File: config.mk
export PLATFORM = sky130hd
export DESIGN_NAME = decimal_key_encoder
export DESIGN_NICKNAME = d
export VERILOG_FILES = /design/src/rtl/dec_enc_pkg.sv /design/src/rtl/sync_2ff.sv /design/src/rtl/decimal_key_encoder.sv
export SDC_FILE = /design/constraint.sdc
export NUM_CORES = 1
export LEC_CHECK = 0
export ABC_AREA = 0
export BUFFER_PORTS_ARGS = -buffer_cell sky130_fd_sc_hd__buf_2
export CAP_MARGIN = 20
export CORE_AREA = 2 2 93 95
export CTS_BUF_LIST = sky130_fd_sc_hd__clkbuf_16
export DETAILED_ROUTE_END_ITERATION = 8
export DIE_AREA = 0 0 95 97
export PLACE_DENSITY = 0.46
export RECOVER_POWER = 25
export SLEW_MARGIN = 20
export SYNTH_ARGS = -nofsm -noshare
export SYNTH_HDL_FRONTEND = slang
export SYNTH_HIERARCHICAL = 1
export SYNTH_SLANG_ARGS = --single-unit
File: constraint.sdc
create_clock -name clk -period 6.55 [get_ports clk]
set_clock_uncertainty 0.1 [all_clocks]
set_input_delay 1.31 -clock clk [delete_from_list [all_inputs] [get_ports clk]]
set_output_delay 1.31 -clock clk [all_outputs]
set_load 0.02 [all_outputs]
File: src/rtl/dec_enc_pkg.sv
// Shared types and helpers for the decimal keypad encoder: key/BCD widths,
// controller states and the priority-encode / popcount functions.
package dec_enc_pkg;

   localparam int NUM_KEYS = 10;
   localparam int BCD_W    = 4;

   typedef enum logic [1:0] {
      ST_IDLE     = 2'd0,
      ST_DEBOUNCE = 2'd1,
      ST_EMIT     = 2'd2,
      ST_RELEASE  = 2'd3
   } state_e;

   // Highest pressed digit wins; an all-zero input encodes as 0.
   function automatic logic [BCD_W-1:0] prio_encode(input logic [NUM_KEYS-1:0] keys);
      logic [BCD_W-1:0] code;
      code = {BCD_W{1'b0}};
      for (int i = 0; i < NUM_KEYS; i++) begin
         if (keys[i]) begin
            code = BCD_W'(i);
         end
      end
      return code;
   endfunction

   function automatic logic [BCD_W-1:0] popcount(input logic [NUM_KEYS-1:0] keys);
      logic [BCD_W-1:0] cnt;
      cnt = {BCD_W{1'b0}};
      for (int i = 0; i < NUM_KEYS; i++) begin
         cnt = cnt + BCD_W'(keys[i]);
      end
      return cnt;
   endfunction

endpackage

File: src/rtl/sync_2ff.sv
// Two-flop synchronizer for quasi-static inputs arriving from another
// clock domain; each bit is synchronized independently.
module sync_2ff #(
   parameter int WIDTH = 1
) (
   input  logic             clk,
   input  logic             rst_n,
   input  logic [WIDTH-1:0] d,
   output logic [WIDTH-1:0] q
);

   logic [WIDTH-1:0] meta_q;
   logic [WIDTH-1:0] sync_q;

   // Metastability-settling pipeline.
   always_ff @(posedge clk or negedge rst_n) begin
      if (!rst_n) begin
         meta_q <= {WIDTH{1'b0}};
         sync_q <= {WIDTH{1'b0}};
      end else begin
         meta_q <= d;
         sync_q <= meta_q;
      end
   end

   assign q = sync_q;

endmodule

File: src/rtl/decimal_key_encoder.sv
// Debounced decimal keypad to BCD encoder with a one-entry output holding
// register, valid/ready handshake and overrun reporting.
module decimal_key_encoder
   import dec_enc_pkg::*;
#(
   parameter int DEBOUNCE_CYCLES = 4
) (
   input  logic                clk,
   input  logic                rst_n,
   input  logic [NUM_KEYS-1:0] key,
   output logic [BCD_W-1:0]    bcd,
   output logic                bcd_valid,
   input  logic                bcd_ready,
   output logic                multi_err,
   output logic                overrun
);

   localparam logic [7:0] CNT_LAST = 8'(DEBOUNCE_CYCLES - 1);

   logic [NUM_KEYS-1:0] key_s;
   logic [BCD_W-1:0]    key_code_s;
   logic                key_multi_s;
   logic                key_any_s;

   state_e              state_q, state_d;
   logic [7:0]          cnt_q, cnt_d;
   logic [BCD_W-1:0]    code_q, code_d;
   logic                multi_q, multi_d;
   logic [BCD_W-1:0]    bcd_q, bcd_d;
   logic                valid_q, valid_d;
   logic                merr_q, merr_d;
   logic                ovr_q, ovr_d;

   sync_2ff #(
      .WIDTH (NUM_KEYS)
   ) u_key_sync (
      .clk   (clk),
      .rst_n (rst_n),
      .d     (key),
      .q     (key_s)
   );

   assign key_code_s  = prio_encode(key_s);
   assign key_multi_s = (popcount(key_s) > 4'd1);
   assign key_any_s   = |key_s;

   // Debounce controller and holding-register next-state logic.
   always_comb begin
      state_d = state_q;
      cnt_d   = cnt_q;
      code_d  = code_q;
      multi_d = multi_q;
      bcd_d   = bcd_q;
      merr_d  = merr_q;
      ovr_d   = 1'b0;

      if (valid_q && bcd_ready) begin
         valid_d = 1'b0;
      end else begin
         valid_d = valid_q;
      end

      case (state_q)
         ST_IDLE: begin
            if (key_any_s) begin
               code_d  = key_code_s;
               multi_d = key_multi_s;
               cnt_d   = 8'd0;
               state_d = ST_DEBOUNCE;
            end else begin
               state_d = ST_IDLE;
            end
         end
         ST_DEBOUNCE: begin
            if (!key_any_s || (key_code_s != code_q)) begin
               state_d = ST_IDLE;
            end else if (cnt_q == CNT_LAST) begin
               cnt_d   = 8'd0;
               state_d = ST_EMIT;
            end else begin
               cnt_d = cnt_q + 8'd1;
            end
         end
         ST_EMIT: begin
            // A consumer draining the register this cycle frees it for the new digit.
            if (!valid_q || bcd_ready) begin
               bcd_d   = code_q;
               merr_d  = multi_q;
               valid_d = 1'b1;
            end else begin
               ovr_d = 1'b1;
            end
            cnt_d   = 8'd0;
            state_d = ST_RELEASE;
         end
         ST_RELEASE: begin
            if (key_any_s) begin
               cnt_d = 8'd0;
            end else if (cnt_q == CNT_LAST) begin
               cnt_d   = 8'd0;
               state_d = ST_IDLE;
            end else begin
               cnt_d = cnt_q + 8'd1;
            end
         end
         default: begin
            cnt_d   = 8'd0;
            state_d = ST_IDLE;
         end
      endcase
   end

   // State, counter and output registers.
   always_ff @(posedge clk or negedge rst_n) begin
      if (!rst_n) begin
         state_q <= ST_IDLE;
         cnt_q   <= 8'd0;
         code_q  <= 4'd0;
         multi_q <= 1'b0;
         bcd_q   <= 4'd0;
         valid_q <= 1'b0;
         merr_q  <= 1'b0;
         ovr_q   <= 1'b0;
      end else begin
         state_q <= state_d;
         cnt_q   <= cnt_d;
         code_q  <= code_d;
         multi_q <= multi_d;
         bcd_q   <= bcd_d;
         valid_q <= valid_d;
         merr_q  <= merr_d;
         ovr_q   <= ovr_d;
      end
   end

   assign bcd       = bcd_q;
   assign bcd_valid = valid_q;
   assign multi_err = merr_q;
   assign overrun   = ovr_q;

endmodule

### Word-level counts from Yosys, hierarchy flattened

Cells that the tools add are included.

| storage, ports and cells | value |
|---|---|
| memories kept | 0 |
| bits in latches | 0 |
| output and inout port bits | 7 |
| bits of input ports | 13 |
| register bits after elaboration | 42 |
| bits in writable memories | 0 |
| word-level logic and storage cells | 67 |
| memory bits (read-only) | 0 |

| cells by class | value |
|---|---|
| div/mod/pow operators | 0 |
| add/sub/neg operators | 10 |
| order comparisons | 1 |
| multipliers | 0 |
| mux-type cells | 25 |
| eq/ne operators | 10 |
| shift operators | 0 |
| reductions and logical operators | 11 |
| bitwise gates (word level) | 0 |

Operators with widths:

| operator | count |
|---|---|
| $mux 8 | 4 |
| $pmux 8 s4 | 1 |
| $mux 4 | 7 |
| $add 4x1->4 | 6 |
| $mux 2 | 5 |
| $reduce_or 10->1 | 1 |
| $add 8x1->8 const B | 1 |
| $eq 8x2->1 const B | 1 |
| $ne 2x2->1 const B | 4 |
| $pmux 2 s4 | 1 |
| $mux 1 | 7 |
| $reduce_and 2->1 | 3 |
| $add 3x1->4 | 1 |
| $eq 2x2->1 const B | 2 |
| $gt 4x1->1 const B | 1 |
| $ne 4x4->1 | 1 |
| $add 2x1->3 | 1 |
| $ne 3x3->1 const B | 1 |
| $reduce_and 3->1 | 1 |
| $add 1x1->2 | 1 |
| $eq 2x1->1 const B | 1 |
| $logic_not 1->1 | 2 |
| $logic_not 2->1 | 1 |
| $logic_or 1x1->1 | 2 |
| $logic_and 1x1->1 | 1 |

### Depth between registers and ports, before layout

Gate-level depths: netlist of run 1.

| logic depth | value |
|---|---|
| depth after elaboration | 13 |
| depth in mapped cells | 12 |
| gate-level depth less buffers | 12 |

### Cells and area by module

Netlist of run 1, hierarchy kept.

Modules (own cells, without submodules):

| module | instances | sequential area each (um2) | cells each | area each (um2) |
|---|---|---|---|---|
| decimal_key_encoder | 1 | 550.5 | 155 | 1486.4 |
| sync_2ff | 1 | 500.5 | 20 | 500.5 |

### Worst setup path before layout of run 1

OpenSTA, ideal clock, no wires.

| timing | value |
|---|---|
| path type | reg-to-reg |
| from | register u_key_sync.sync_q[5] (netlist: u_key_sync/q[5]) |
| to | register multi_q |
| data arrival time | 3132 ps |
| cell stages (with the launch flop) | 13 |
| path buffers | 0 |
| setup time | 118 ps |
| data required time | 6332 ps |
| setup slack | 3200 ps |
| period minus slack after synthesis | 3350 ps |
| cells stage by stage | dfrtp_1 fa_1 inv_1 fa_1 fa_1 inv_1 ha_1 inv_1 fa_1 a2111oi_0 a21o_1 a21oi_1 a21o_1 |

| on the way | value |
|---|---|
| longest elaborated chain between the ends | 6 |
| elaborated cells between the ends (all ways) | 8 |
| classes of those cells | 5 x add/sub; 1 x order compare; 2 x reduce/logical |

RTL lines:

| item | RTL line | RTL |
|---|---|---|
| from (decl) | sync_2ff.sv:13 | `logic [WIDTH-1:0] sync_q;` |
| from (signal assigned) | sync_2ff.sv:19 | `sync_q <= {WIDTH{1'b0}};` |
| from (signal assigned) | sync_2ff.sv:22 | `sync_q <= meta_q;` |
| $add 4x1->4 (5 in a row) | dec_enc_pkg.sv:31 | `cnt = cnt + BCD_W'(keys[i]);` |
| $gt 4x1->1 | decimal_key_encoder.sv:44 | `assign key_multi_s = (popcount(key_s) > 4'd1);` |
| to (signal assigned) | decimal_key_encoder.sv:128 | `multi_q <= multi_d;` |
| to (decl) | decimal_key_encoder.sv:28 | `logic multi_q, multi_d;` |

Several ways; a longest one is shown, not always the timed one.
A chain may end at the register's enable or synchronous reset.

### Worst setup path after layout of run 1

Same ends and word-level chain as after synthesis.

==> impl_metrics.py, run 1 <==
metrics = {
    "synth": {
        "synth_nets": 198,
        "synth_adder_area_share_pct": 8.56,
        "synth_top_family_by_area": "compound AO/OA/AOI/OAI gates",
        "ys_types": 50,
        "synth_area_um2": 1990,
        "synth_top_area_cell": "dfrtp_1",
        "synthMuxAreaShare_pct": 3.27,
        "synth.top_cells.by_count": "dfrtp_1 (42), inv_1 (19), nand2_1 (13)",
        "synth-seq-area-share_pct": 52.9,
        "ys_seq_elements": 42,
        "synth_xor_area_share_pct": 0,
        "ys_top_cells_by_area": "dfrtp_1 (53%), fa_1 (6.0%), inv_1 (3.6%)",
        "synth_edf_count": 0,
        "synthSimpleGateAreaFrac_pct": 13.5,
        "avgSynthCellArea_um2": 11.4,
        "synth_flop_cell": "dfrtp_1",
        "synth_compound_area_share_pct": 17.1,
        "synthCells": 175,
        "synthArstFlopShare_pct": 100,
        "synth_top_area_share_pct": 52.9,
        "ys.warnings.count": 6,
        "yosysMostFrequentCell": "dfrtp_1",
    },
    "setup_path": {
        "worstReg2RegEnd": "multi_q",
        "worstPathCellList": "fa_1 -> inv_1 -> fa_1 -> fa_1 -> inv_1 -> ha_1 -> inv_1 -> fa_1 -> a2111oi_0 -> a21o_1 -> a21oi_1 -> a21o_1",
        "worst-r2r-setup-slack_ns": 3.02,
        "worst-path-max-fanout": 6,
        "critPathCaptureType": "flip-flop",
        "crit_top_cell": "fa_1",
        "r2r_start": "u_key_sync/q[5]",
        "critical_path_class": "flip-flop to flip-flop",
        "max_stage_delay_ns": 0.55,
        "crit_arrival_ns": 3.61,
        "startpoint": "u_key_sync/q[5]",
        "slowest_stage": "fa_1",
        "required_ns": 6.63,
        "cp-endpoint": "multi_q",
        "reg2regPathDepth": 12,
        "start_kind": "flip-flop",
    },
    "global_routing": {
        "grt_pass1_vias": 1351,
        "grt_max_degree": 43,
        "antenna_found_initial": 0,
        "grt_first_pass_wirelength_mm": 6.51,
        "overflow": 0,
        "grt_usage_pct": 8.90,
    },
    "outcome": {
        "status": "finished, final reports clean",
    },
    "clock_tree": {
        "tritoncts": "yes",
        "clock_latency_ns": 0.28,
        "ctsResizeCount": 0,
        "clk_pin_slew_worst_paths_ns": 0.06,
        "cts_buffers": 5,
        "postCtsSetupRepairBufs": 0,
        "cts_max_path_buffers": 2,
        "cts.sinks": 42,
        "htree_levels": 2,
        "ctsHoldBuffers": 0,
        "root_buffer": "clkbuf_16",
    },
    "floorplan": {
        "num_rows": 33,
        "die-area_um2": 9220,
        "core_area_um2": 8130,
        "die_h_um": 97,
        "die_x_um": 95,
        "ios": 20,
        "start_util_pct": 24.4,
    },
    "routing": {
        "drt-initial-drc-count": 98,
        "ant_nets": 0,
        "avgViaCountPerCell": 4.45,
        "first_pass_iters": 4,
        "wl_per_cell_um": 12.0,
        "drt-total-wl_mm": 3.66,
        "route.detailed.drc": 0,
        "vias": 1353,
    },
    "layout": {
        "drive_gt1_share_pct": 18.6,
        "nNetsFinal": 221,
        "finalNonFillerCells": 304,
        "area_growth_pct": 20.2,
        "diodes": 0,
    },
    "sta": {
        "rsz0062_at_grt": "no",
        "worst_slew_pin_slew_ns": 0.913,
        "maxSlewHeadroom_pct": 39.2,
        "finalSetupTns_ns": 0,
        "fin_hold_ws_ns": 0.245,
        "finalCritPeriodShare_pct": 53.9,
        "post-route-min-period_ns": 3.53,
        "slew_violations": 0,
        "final-setup-viol-count": 0,
        "hold_violations": 0,
        "max_freq_mhz": 283,
    },
    "job": {
        "drv_cap": 0,
    },
    "placement": {
        "hpwl_mm": 2.59,
        "gp_congestion": 0.811,
        "dp_cells": 296,
        "io_buffer_count": 19,
    },
    "hold_path": {
        "hp-class": "flip-flop to flip-flop",
    },
    "power": {
        "power.density_cell_area_nw_per_um2": 410,
        "p_total_uw": 979,
        "ir_worst_vdd_uv": 110,
        "p_leak_nw": 1.11,
    },
}
## state kept, by name, summed over array words and instances, names as in the netlist, named ones only
register and count:
bcd 4, bcd_valid 1, cnt_q 8, code_q 4, multi_err 1, multi_q 1, overrun 1, state_q 1
u_key_sync/meta_q 10, u_key_sync/q 10
## cell type report
cell class                 count  area, um2
inverter                      19       71.3
clock buffer                   5        125
sequential                    42       1050
multi-input combinational    111        845
clock inverter                 3       68.8
tap                          105        131
timing repair buffer          19       95.1
fill                         836       5750
## worst min-delay path by stage
stage	startpoint	end	depth (start not counted)
2_1_floorplan	u_key_sync/meta_q[0]	u_key_sync/q[0]	0
3_3_place_gp	u_key_sync/meta_q[0]	u_key_sync/q[0]	0
3_5_place_dp	u_key_sync/meta_q[0]	u_key_sync/q[0]	0
4_1_cts	u_key_sync/meta_q[5]	u_key_sync/q[5]	0
5_1_grt	u_key_sync/meta_q[3]	u_key_sync/q[3]	0
6_report	u_key_sync/meta_q[0]	u_key_sync/q[0]	0
## cells by family after synthesis
family,after synthesis
buf+inv,22
fa+ha+maj,10
compound gates,45
simple gates,50
flops,42
mux,6
## cell usage in the layout, fill, tap and decap left out, types with 2 or more instances in the layout
cell       netlist  routed
ha_1             4       4
a31oi_1          6       6
inv_1           19      19
and3_1           2       2
nor2_1          10      10
nand2_1         13      13
dfrtp_1         42      42
o21ai_0          7       7
mux2i_1          2       2
nor2b_1          2       2
a41oi_1          2       2
a21oi_1          7       7
or2_2            2       2
a21o_1           2       2
fa_1             6       6
mux2_2           4       4
clkbuf_16        0       5
buf_2            1      19
a2111oi_0        2       2
nand2b_1         4       4
o21a_1           3       3
bufinv_16        0       2
nor4_1           2       2
nand3_1          5       5
## power by group
group / switching [mW] / total [mW] / internal (mW)
registers: 0.0499 / 0.360 / 0.311
logic: 0.174 / 0.297 / 0.123
clock network: 0.103 / 0.322 / 0.219
## stage by stage
step	utilization, %	area [um2]	setup WS, ns
floorplan	-	1990	3.20
global placement	27.0	2190	3.13
detailed placement	27.0	2190	3.01
CTS	29.3	2390	3.00
global route	29.3	2390	2.81
finish	29.3	2390	3.02
## critical path, delay by kind of cell (launching register included)
family          cells  cell delay (ns)
compound gates      4             0.74
flops               1             0.45
fa+ha+maj           5             1.97
buf+inv             3             0.16
## routing by layer
layer / vias up / global-route usage [%] / part of all wire [%]
met3: 2 / 2.10 / 3.1
met5: - / 0 / 0
li1: 667 / - / -
met2: 26 / 13.3 / 45
met1: 658 / 12.6 / 51
met4: 0 / 3.01 / 0.98
(Power assumes the default switching activity.)
==> run 2: changes to the inputs <==
--- a/config.mk
+++ b/config.mk
@@ -12,7 +12,7 @@
 export CTS_BUF_LIST = sky130_fd_sc_hd__clkbuf_16
 export DETAILED_ROUTE_END_ITERATION = 8
 export DIE_AREA = 0 0 95 97
-export PLACE_DENSITY = 0.46
+export PLACE_DENSITY = 0.47
 export RECOVER_POWER = 25
 export SLEW_MARGIN = 20
 export SYNTH_ARGS = -nofsm -noshare
==> constraint.sdc (replaced) <==
create_clock -name clk -period 3 [get_ports clk]
set_clock_uncertainty 0.1 [all_clocks]
set_input_delay 0.6 -clock clk [delete_from_list [all_inputs] [get_ports clk]]
set_output_delay 0.6 -clock clk [all_outputs]
set_load 0.02 [all_outputs]
==> run 2 against run 1 <==
The flow now finishes with violations (setup timing). Largest cell class unchanged. Via count decreased by 0.74%. Global-route usage rose by 0.43 points. Final cell count rose by 3.0%. Hold slack worse by 0.0026 ns. Total power grew 120%. Critical path type unchanged. Critical path depth stayed put.
==> impl_metrics.py, run 2 (synthesized netlist as in run 1, its figures left out) <==
metrics = {
    "outcome": {
        "status": "finished with violations",
        "violations": "setup timing",
    },
    "clock_tree": {
        "cts_buffers": 5,
        "clock_latency_ns": 0.29,
        "ctsHoldBuffers": 0,
        "cts_max_path_buffers": 2,
        "clk_pin_slew_worst_paths_ns": 0.07,
        "htree_levels": 2,
        "root_buffer": "clkbuf_16",
        "tritoncts": "yes",
        "cts.sinks": 42,
        "postCtsSetupRepairBufs": 0,
    },
    "routing": {
        "first_pass_iters": 4,
        "ant_nets": 0,
        "wl_per_cell_um": 11.9,
        "avgViaCountPerCell": 4.29,
        "drt-total-wl_mm": 3.73,
        "route.detailed.drc": 0,
        "drt-initial-drc-count": 67,
        "vias": 1343,
    },
    "setup_path": {
        "critPathCaptureType": "flip-flop",
        "worst-r2r-setup-slack_ns": -0.23,
        "worstReg2RegEnd": "multi_q",
        "critical_path_class": "flip-flop to flip-flop",
        "required_ns": 3.08,
        "r2r_start": "u_key_sync/q[5]",
        "path_buf_inv": 3,
        "reg2regPathDepth": 12,
        "crit_top_cell": "fa_1",
        "start_kind": "flip-flop",
        "max_stage_delay_ns": 0.53,
        "worst-path-max-fanout": 2,
        "crit_arrival_ns": 3.32,
        "slowest_stage": "fa_1",
        "crit_cells": 12,
        "worstPathCellList": "fa_1 -> inv_1 -> fa_1 -> fa_1 -> inv_1 -> ha_2 -> inv_2 -> fa_2 -> a2111oi_4 -> a21o_1 -> a21oi_1 -> a21o_1",
        "crit_family": "adder cells",
    },
    "global_routing": {
        "grt_use_met1_pct": 12.8,
        "overflow": 0,
        "antenna_found_initial": 0,
        "top_usage_layer": "met2",
        "grt_pass1_vias": 1400,
        "grt_util_met3_pct": 2.88,
        "grt_first_pass_wirelength_mm": 6.66,
        "use_met2_pct": 13.4,
        "grt_usage_pct": 9.33,
        "grt_max_degree": 43,
    },
    "sta": {
        "max_freq_mhz": 309,
        "finalSetupTns_ns": -0.235,
        "worst_slew_pin_slew_ns": 0.913,
        "finalCritPeriodShare_pct": 108,
        "maxSlewHeadroom_pct": 39.1,
        "slew_violations": 0,
        "hold_violations": 0,
        "fin_hold_ws_ns": 0.242,
        "post-route-min-period_ns": 3.23,
        "layout_setup_ws_ns": -0.235,
        "rsz0062_at_grt": "yes",
        "final-setup-viol-count": 1,
    },
    "floorplan": {
        "die_x_um": 95,
        "die_h_um": 97,
        "die-area_um2": 9220,
        "ios": 20,
        "core_area_um2": 8130,
        "num_rows": 33,
        "start_util_pct": 24.4,
    },
    "power": {
        "power.density_cell_area_nw_per_um2": 883,
        "p_leak_nw": 1.15,
        "ir_worst_vdd_uv": 210,
        "p_total_mw": 2.19,
    },
    "layout": {
        "diodes": 0,
        "num-fill-cells": 826,
        "area_growth_pct": 24.7,
        "drive_gt1_share_pct": 23.6,
        "nNetsFinal": 230,
        "final_cell_mix": "dfrtp_1 (42), inv_1 (18), buf_2 (18), nand2_1 (13), nor2_1 (10)",
        "final_common_cell": "dfrtp_1",
        "final_util_pct": 30.5,
        "final_area_um2": 2480,
    },
    "hold_path": {
        "hold_end": "u_key_sync/q[5]",
        "hold_depth": 0,
        "hp-class": "flip-flop to flip-flop",
        "hp-start": "u_key_sync/meta_q[5]",
    },
    "placement": {
        "gp_congestion": 0.753,
        "hpwl_mm": 2.62,
        "placed_area_um2": 2270,
        "io_buffer_count": 19,
    },
    "job": {
        "drv_cap": 0,
    },
}
## run 2: worst max path at each step
stage / startpoint / end / slack (ns)
finish: u_key_sync/q[5] / multi_q / -0.23
global route: u_key_sync/q[5] / multi_q / -0.35
CTS: u_key_sync/q[5] / multi_q / -0.23
detailed placement: u_key_sync/q[5] / multi_q / -0.23
global placement: u_key_sync/q[5] / multi_q / -0.21
floorplan: u_key_sync/q[5] / multi_q / -0.22
## run 2: cell type report
class | count | area, um2 | area share (%)
clock buffers | 5 | 125 | 5.05
clock inverters | 3 | 68.8 | 2.78
inverters | 19 | 71.3 | 2.88
multi-input cells | 111 | 868 | 35.1
flip-flops and latches | 42 | 1050 | 42.4
well taps | 105 | 131 | 5.30
repair buffers | 28 | 161 | 6.52
## run 2: repair_timing
action	CTS	global route
endpoints found under the setup margin	1	1
gates cloned	0	0
resized for setup	2	0
endpoints found under the hold margin	0	0
## run 2: report_power, final
part | leakage (nW) | internal (mW) | switching (mW) | total, mW
combinational | 0.537 | 0.294 | 0.408 | 0.703
sequential | 0.520 | 0.678 | 0.101 | 0.779
clock | 0.0940 | 0.478 | 0.229 | 0.707
total | 1.15 | 1.45 | 0.738 | 2.19
## run 2: per-layer routing
layer	share of wire, %	wire [um]
met1	51	1900
met2	43	1590
met3	4.6	171
met4	2.0	76
met5	0	0
## run 2: stage by stage
stage / instances / worst slack, ns
floorplan: 175 / -0.216
global placement: 305 / -0.211
detailed placement: 305 / -0.228
CTS: 313 / -0.227
global route: 313 / -0.350
finish: 313 / -0.235
